==> src/rtl/jtcop_romslot.sv <==
// -----------------------------------------------------------------------------
// jtcop_romslot
//
// One-entry read cache between a 32-bit ROM client (BAC06 tile fetcher or
// object ROM fetcher) and a 16-bit SDRAM back-end. A client miss starts a
// two-beat SDRAM burst. The two 16-bit beats are assembled into one 32-bit
// word, and that word stays cached until a different address is requested or
// flush is asserted.
//
// Parameters
//   AW      client word-address width. The back-end address is AW+1 bits wide.
//   LATCH0  1: data holds its value while ok is low.
//           0: data tracks the cached word register at all times.
//
// Ports
//   clk         rising-edge clock
//   rst_n       asynchronous active-low reset
//   flush       invalidates the cached word (ROM download or bank change)
//   cs          client read request
//   addr        client 32-bit word address
//   data        returned 32-bit word
//   ok          data is valid for the current addr
//   sdram_req   back-end request, held high until sdram_ack
//   sdram_addr  back-end 16-bit word address, {addr, 1'b0}
//   sdram_ack   one-cycle pulse, request accepted
//   sdram_dst   one-cycle pulse per 16-bit beat on sdram_din
//   sdram_din   beat data, low half first
// -----------------------------------------------------------------------------
module jtcop_romslot #(
  parameter int AW     = 18,
  parameter bit LATCH0 = 1'b0
) (
  input  logic          clk,
  input  logic          rst_n,
  input  logic          flush,
  input  logic          cs,
  input  logic [AW-1:0] addr,
  output logic [31:0]   data,
  output logic          ok,
  output logic          sdram_req,
  output logic [AW:0]   sdram_addr,
  input  logic          sdram_ack,
  input  logic          sdram_dst,
  input  logic [15:0]   sdram_din
);

  typedef enum logic [1:0] {
    IDLE,
    WAIT_ACK,
    BEAT0,
    BEAT1
  } state_t;

  state_t        state;
  state_t        state_next;

  logic [AW-1:0] tag;
  logic          valid;
  logic [31:0]   word;
  logic [15:0]   lo_buf;

  logic          hit;
  logic          ok_next;
  logic          start_fetch;
  logic          take_ack;
  logic          load_lo;
  logic          load_hi;

  // A hit is judged against the tag that is valid now. A fetch still in
  // flight does not count until its second beat has been stored.
  assign hit     = cs & valid & (addr == tag);
  // flush drops ok on the same edge that clears valid.
  assign ok_next = hit & ~flush;

  // ---------------------------------------------------------------------------
  // Next-state logic
  // ---------------------------------------------------------------------------
  // NOTE: every output of this block is given a default before the case.
  // A path that leaves one unassigned would infer a latch.
  always_comb begin
    state_next  = state;
    start_fetch = 1'b0;
    take_ack    = 1'b0;
    load_lo     = 1'b0;
    load_hi     = 1'b0;
    case (state)
      IDLE: begin
        if (cs && !hit && !flush) begin
          start_fetch = 1'b1;
          state_next  = WAIT_ACK;
        end
      end
      WAIT_ACK: begin
        if (sdram_ack) begin
          take_ack   = 1'b1;
          state_next = BEAT0;
        end
      end
      BEAT0: begin
        if (sdram_dst) begin
          load_lo    = 1'b1;
          state_next = BEAT1;
        end
      end
      BEAT1: begin
        if (sdram_dst) begin
          load_hi    = 1'b1;
          state_next = IDLE;
        end
      end
      default: state_next = IDLE;
    endcase
  end

  // ---------------------------------------------------------------------------
  // State register and back-end request
  // ---------------------------------------------------------------------------
  // NOTE: all state is updated with non-blocking assignments. Every register
  // then samples the values from before the edge, whatever order the
  // statements appear in.
  always_ff @(posedge clk or negedge rst_n) begin
    if (!rst_n) begin
      state      <= IDLE;
      sdram_req  <= 1'b0;
      sdram_addr <= '0;
    end else begin
      state <= state_next;
      if (start_fetch) begin
        sdram_req  <= 1'b1;
        sdram_addr <= {addr, 1'b0};
      end else if (take_ack) begin
        sdram_req  <= 1'b0;
      end
    end
  end

  // ---------------------------------------------------------------------------
  // Cache entry
  // ---------------------------------------------------------------------------
  // The first beat is held in lo_buf. The whole word is written together with
  // the tag on the second beat, so word always belongs to tag. That matters
  // when the client switches back to the cached address while a fetch for
  // some other address is still in progress.
  // NOTE: the cache entry is a plain register, not a RAM. It is cleared on
  // reset so that data reads as zero and the first request after reset
  // always misses.
  always_ff @(posedge clk or negedge rst_n) begin
    if (!rst_n) begin
      lo_buf <= '0;
      word   <= '0;
      tag    <= '0;
      valid  <= 1'b0;
    end else begin
      if (load_lo) begin
        lo_buf <= sdram_din;
      end
      if (load_hi) begin
        word <= {sdram_din, lo_buf};
        tag  <= sdram_addr[AW:1];
      end
      // flush wins over a fill on the same edge. The word and tag are still
      // written, but the entry stays invalid.
      if (flush) begin
        valid <= 1'b0;
      end else if (load_hi) begin
        valid <= 1'b1;
      end
    end
  end

  // ---------------------------------------------------------------------------
  // Client outputs
  // ---------------------------------------------------------------------------
  // With LATCH0 set, data is reloaded only on cycles where ok will be high.
  // It is therefore frozen while ok is low. Because word always matches tag,
  // a reload while ok stays high leaves data unchanged unless the tag itself
  // moved to the address now requested.
  always_ff @(posedge clk or negedge rst_n) begin
    if (!rst_n) begin
      ok   <= 1'b0;
      data <= '0;
    end else begin
      ok <= ok_next;
      if (ok_next || !LATCH0) begin
        data <= word;
      end
    end
  end

endmodule

==> config.mk <==
export PLATFORM = sky130hd
export DESIGN_NAME = jtcop_romslot
export DESIGN_NICKNAME = d
export VERILOG_FILES = /design/src/rtl/jtcop_romslot.sv
export SDC_FILE = /design/constraint.sdc
export NUM_CORES = 1
export LEC_CHECK = 0
export CAP_MARGIN = 20
export CORE_MARGIN = 2
export CORE_UTILIZATION = 40
export DETAILED_ROUTE_END_ITERATION = 7
export HOLD_SLACK_MARGIN = 0.05
export MAX_ROUTING_LAYER = met4
export PLACE_DENSITY_LB_ADDON = 0.2
export SLEW_MARGIN = 10
export SYNTH_ARGS = -nofsm -noshare
export SYNTH_HDL_FRONTEND = slang
export SYNTH_SLANG_ARGS = --single-unit
==> constraint.sdc <==
create_clock -name clk -period 2.44 [get_ports clk]
set_input_delay 0.244 -clock clk [delete_from_list [all_inputs] [get_ports clk]]
set_output_delay 0.244 -clock clk [all_outputs]
set_load 0.01 [all_outputs]
; ---- After elaboration in Yosys (flattened, before gate mapping)
; Index checks and enable logic that the tools add are counted.
; W data, S select, Z words.
[word_totals]
ff_bits = 121
in_bits = 40
out_inout_bits = 53
[op_classes]
n_eq_ne = 8
muxes = 16
bitwise = 4
n_reduce_logical = 8
[op_table]
columns = cell, count
row1 = $eq A18 B18 Y1, 1
row2 = $mux W1, 11
row3 = $mux W2, 4
row4 = $ne A2 B2 Y1 const B, 4
row5 = $pmux W2 S4, 1
row6 = $eq A2 B2 Y1 const B, 2
row7 = $reduce_and A4 Y1, 1
row8 = $reduce_bool A2 Y1, 2
row9 = $and A1 B1 Y1, 3
row10 = $eq A2 B1 Y1 const B, 1
row11 = $logic_and A1 B1 Y1, 2
row12 = $logic_not A1 Y1, 2
row13 = $logic_not A2 Y1, 1
row14 = $not A1 Y1, 1

; ---- Longest topological paths before layout
[depth]
depth_word = 8
mapped_depth = 7

; ---- Worst setup path before layout
; No wires, ideal clock.
[synth_timing]
path_kind = register to register
from = register tag[3]
to = register sdram_addr[18]
t_arrival_ns = 1.817
path_slack_ns = 0.498
stages_incl_launch_ff = 7
n_path_buf = 1
synth_period_minus_slack_ns = 1.942
cell_sequence = dfrtp_1 > xnor2_1 > nand3_1 > or4_4 > o2111ai_2 > buf_6 > mux2_2
[synth_via]
elab_chain_cells = 7
[synth_rtl]
columns = element, line_no
row1 = from (decl), 57  ; logic [AW-1:0] tag;
row2 = from (signal assigned), 159  ; tag <= sdram_addr[AW:1];
row3 = $eq A18 B18 Y1, 71  ; assign hit = cs & valid & (addr == tag);
row4 = $and A1 B1 Y1, 71
row5 = $logic_not A1 Y1, 88  ; if (cs && !hit && !flush) begin
row6 = $logic_and A1 B1 Y1 (2 in a row), 88
row7 = $mux W1, 88
row8 = $mux W1, 86  ; case (state)
row9 = to (signal assigned), 130  ; sdram_addr <= {addr, 1'b0};
row10 = to (decl), 41  ; output logic [AW:0] sdram_addr,
; No other way between the ends.
; A chain may end at the register's enable or synchronous reset.

; ---- Worst setup path in the final report
[layout_timing]
from = register tag[13]
to = register sdram_addr[17]
; Same word-level chain as after synthesis.

==> run summary <==
The delay contributed by the slowest stage of the critical path works out to 380 ps. The endpoint of the worst-slack reg-to-reg timing path is sdram_addr[17]. Buffers inserted during post-CTS setup optimization: 0. STA classifies the critical path startpoint as a flip-flop. The tools report the combinational fraction of design power as 30.6%. The first routing iteration left 85 violations.

In this run the critical register-to-register path is launched from tag[13]. The floorplan has 38 rows. Element type at the critical path end: a flip-flop.

The number of nets handed over by synthesis was 315. The number of buffers and inverters on the critical path is 2. The critical path class was flip-flop to flip-flop. Grouping stages by cell kind, the critical path spends the most delay in simple AND/OR/NAND/NOR gates. Of the total power, the share spent switching nets is 27.0%. Clock-pin slew was measured on the worst setup and hold paths at 60 ps. IR analysis of the VDD net gives a maximum drop of 0.000643 V. The fraction of layout instances using a drive strength above 1 was 32.1%; the sink count of the clock tree was 121.

Of all nets on the critical path, the largest fanout is 15. The number of violations of the max-capacitance limit was 0. Timing would allow up to 467 MHz. The floorplan step defined a die boundary enclosing 11,900 um^2. Yosys attributes the largest share of cell area to sky130_fd_sc_hd__dfrtp_1, sky130_fd_sc_hd__mux2_2, sky130_fd_sc_hd__xor2_1. The pin count of the biggest net entering global routing came out at 84. The die extent in y is 109 um, and the final weighted congestion of routability-driven global placement is 0.744.

Sequential elements use 68.4% of the synthesized area. The first detailed-routing pass took 4 iterations. The multi-input combinational cells in the finished layout cover a total of 1330 um^2.

The later pin in the worst-skew pair is clocked with a latency of 510 ps. The tools report the count of filler cells inserted in the layout as 919. The tools report the warning count from the yosys run as 0.

In this run the remaining antenna-violating nets after routing total 0. The shortest period the worst path allows was 2140 ps; the number of inserted diodes was 0. For the worst setup path, the data required time is 2830 ps. Setup repair after global routing left no endpoint under its margin. The run gives 0 as the number of antenna violations at the first check in global routing.

The type of the most critical hold path was input pin to asynchronous set/reset pin. The number of max-slew violations in the final report is 0, and the number of buffers created by CTS is 17. After synthesis the cells add up to 4430 um^2.

Across the routed clock network, the largest skew measured is 6.70 ps. The width of the die was 109 um; the via count normalized by instance count was 4.68. TritonCTS built the clock tree. Across all register-to-register paths, the minimum setup slack is 300 ps. The run finished with clean final reports. The power per standard cell area is 1370 nW/um^2. The cell type of the slowest stage on the worst timing path was sky130_fd_sc_hd__dfrtp_1. Synthesis produced 271 cells. The run gives 2,511 as the overall via count from detail_route. The register share of total power was 41.7%; the data arrival at the endpoint of the critical path was 2530 ps. The share of the core filled with cells in the final layout is 56.7%, and the post-detailed-route wirelength per cell is 14.7 um.

The starting density of the core is 40.8%. After detailed routing, the number of remaining DRC violations is 0. Counting distinct cell types in the post-synthesis netlist gives 26.

Total congestion overflow after global routing: 0. The cell-internal power came out at 6.14 mW. The most common cell after layout, fill and taps aside is sky130_fd_sc_hd__dfrtp_1. The signal on the critical path passes through xor2_1 > nor4_1 > buf_4 > nand3b_1 > o2111ai_2 > buf_12 > mux2_2. The tools report the post-cts hold buffer count as 1. For this run, the post-layout net count is 427.

On the final layout, the worst hold slack is 301 ps. The worst path uses 87.8% of the clock period. For the number of failing hold endpoints at the final stage, the log shows 0.

The first global-routing pass estimated 12.8 mm of wire. The analysis attributes to cell leakage a power of 2.67 nW. A synthesized cell averages 16.3 um^2.

Count of state elements after synthesis: 121. For the worst flop-to-flop path, the logic depth is 7. The library cell with the largest summed area after synthesis was sky130_fd_sc_hd__dfrtp_1. The area taken by flip-flops and latches came out at 3030 um^2.

The total routing usage reported by global routing came out at 15.0%. The tree is rooted in a sky130_fd_sc_hd__clkbuf_8. In this run the count of I/O pins placed on the die edge is 93. Share of the synthesized area in the top cell type: 68.4%.

Summed over all nets, the switching power comes to 2.27 mW. The tools report the total wire length after detailed routing as 7.88 mm. Setup violations remaining at the end of the flow were counted as 0. For the core footprint, the log shows 10,800 um^2. In this run the number of H-tree levels came out at 4.

The via count of the first global-routing pass was 2,570; the area growth from synthesis to final layout was 38.8%. The sum of net half-perimeters after detailed placement was 5.12 mm. In the layout the commonest cells are sky130_fd_sc_hd__dfrtp_1, sky130_fd_sc_hd__clkdlybuf4s50_1, sky130_fd_sc_hd__mux2_2, sky130_fd_sc_hd__clkbuf_16, sky130_fd_sc_hd__xor2_1. In this run the tool buffered the top-level ports with 91 buffer cells. The clock network burns 27.7% of the power. The number of gates resized after CTS was 0. The maximum count of clock buffers along a single path was 2.
[stage by stage]
stage | setup WS (ps) | total power, mW | std cells | cell area (um^2) | setup TNS, ps
final | 297 | 8.41 | 536 | 6140 | 0
after global routing | 139 | 8.91 | 536 | 6140 | 0
after CTS | 286 | 8.54 | 536 | 6140 | 0
after detailed placement | -26.5 | 6.16 | 503 | 5570 | -270
after global placement | 16.9 | 6.07 | 503 | 5570 | 0
after floorplan | 498 | 4.82 | 271 | 4430 | 0
[synthesized netlist by cell type]
| master | instances |
|---|---|
| sky130_fd_sc_hd__o21ai_0 | 2 |
| sky130_fd_sc_hd__clkbuf_1 | 1 |
| sky130_fd_sc_hd__mux2_2 | 84 |
| sky130_fd_sc_hd__dfrtp_1 | 121 |
| sky130_fd_sc_hd__buf_4 | 1 |
| sky130_fd_sc_hd__o22ai_1 | 1 |
| sky130_fd_sc_hd__nand3_1 | 2 |
| sky130_fd_sc_hd__o311ai_0 | 1 |
| sky130_fd_sc_hd__buf_1 | 5 |
| sky130_fd_sc_hd__nor2_1 | 3 |
| sky130_fd_sc_hd__or4_4 | 1 |
| sky130_fd_sc_hd__a21oi_1 | 2 |
| sky130_fd_sc_hd__mux2i_1 | 1 |
| sky130_fd_sc_hd__inv_1 | 5 |
| sky130_fd_sc_hd__nor3_1 | 1 |
| sky130_fd_sc_hd__nand2_1 | 8 |
| sky130_fd_sc_hd__nor4_1 | 3 |
| sky130_fd_sc_hd__xnor2_1 | 8 |
| sky130_fd_sc_hd__nand3b_1 | 1 |
| sky130_fd_sc_hd__buf_6 | 2 |
| sky130_fd_sc_hd__a2bb2oi_1 | 1 |
| sky130_fd_sc_hd__o2111ai_2 | 1 |
| sky130_fd_sc_hd__nand4_1 | 1 |
| sky130_fd_sc_hd__ha_1 | 4 |
| sky130_fd_sc_hd__xor2_1 | 10 |
| sky130_fd_sc_hd__conb_1 | 1 |
[power groups by stage]
stage	registers, mW	logic (mW)	clock network, mW
detailed placement	3.55	2.61	0
finish	3.50	2.57	2.33
floorplan	3.64	1.17	0
global placement	3.51	2.55	0
global route	3.63	2.79	2.49
CTS	3.52	2.63	2.39
[state kept, by name, indices dropped and copies added, names as in the netlist]
register / flops
state: 2
tag: 18
valid: 1
word: 32
sdram_req: 1
ok: 1
data: 32
sdram_addr: 18
lo_buf: 16
[worst register-to-register path: cells and delay by family, from the launching register on]
family | cells | cell delay, ps
and+or+nand+nor | 2 | 450
DFF | 1 | 380
buffers and inverters | 2 | 380
muxes | 1 | 350
AOI/OAI and AO/OA | 1 | 300
xor gates and xnor gates | 1 | 160
[final cells by class]
| type | count | share of cell area, % |
|---|---|---|
| Sequential cell | 121 | 49.3 |
| Multi-Input combinational cell | 136 | 21.6 |
| Timing Repair Buffer | 102 | 16.8 |
| Clock buffer | 21 | 7.15 |
| Tap cell | 140 | 2.85 |
| Clock inverter | 11 | 2.00 |
| Inverter | 5 | 0.305 |
[how the worst max path moves through the flow]
stage | startpoint | end | slack (ps) | depth (start not counted)
floorplan | tag[3] | sdram_addr[18] | 500 | 6
global placement | addr[3] | sdram_addr[6] | 20 | 7
detailed placement | addr[13] | sdram_addr[14] | -30 | 8
CTS | tag[13] | sdram_addr[17] | 290 | 7
global route | tag[13] | sdram_addr[7] | 140 | 7
finish | tag[13] | sdram_addr[17] | 300 | 7
[cell families (layout without fill, tap and decap cells)]
logic type      Yosys count  count (layout)  share of synthesized area [%]
other cells               1               1                         0.0847
xor+xnor                 18              18                           3.56
simple gates             20              20                           2.26
flops                   121             121                           68.4
compound gates            8               8                           1.33
fa+ha+maj                 4               4                           1.13
buf+inv                  14             139                           1.61
mux                      85              85                           21.6
[metal layers]
metal	wire (um)	part of all wire [%]	vias to the layer above	global-route usage, %
met4	109	1.4	0	7.05
li1	-	-	1166	-
met1	3540	45	1275	18.5
met3	371	4.7	11	5.14
met5	0	0	-	-
met2	3860	49	59	22.1
Note: power is estimated with default switching activity, not from simulation.
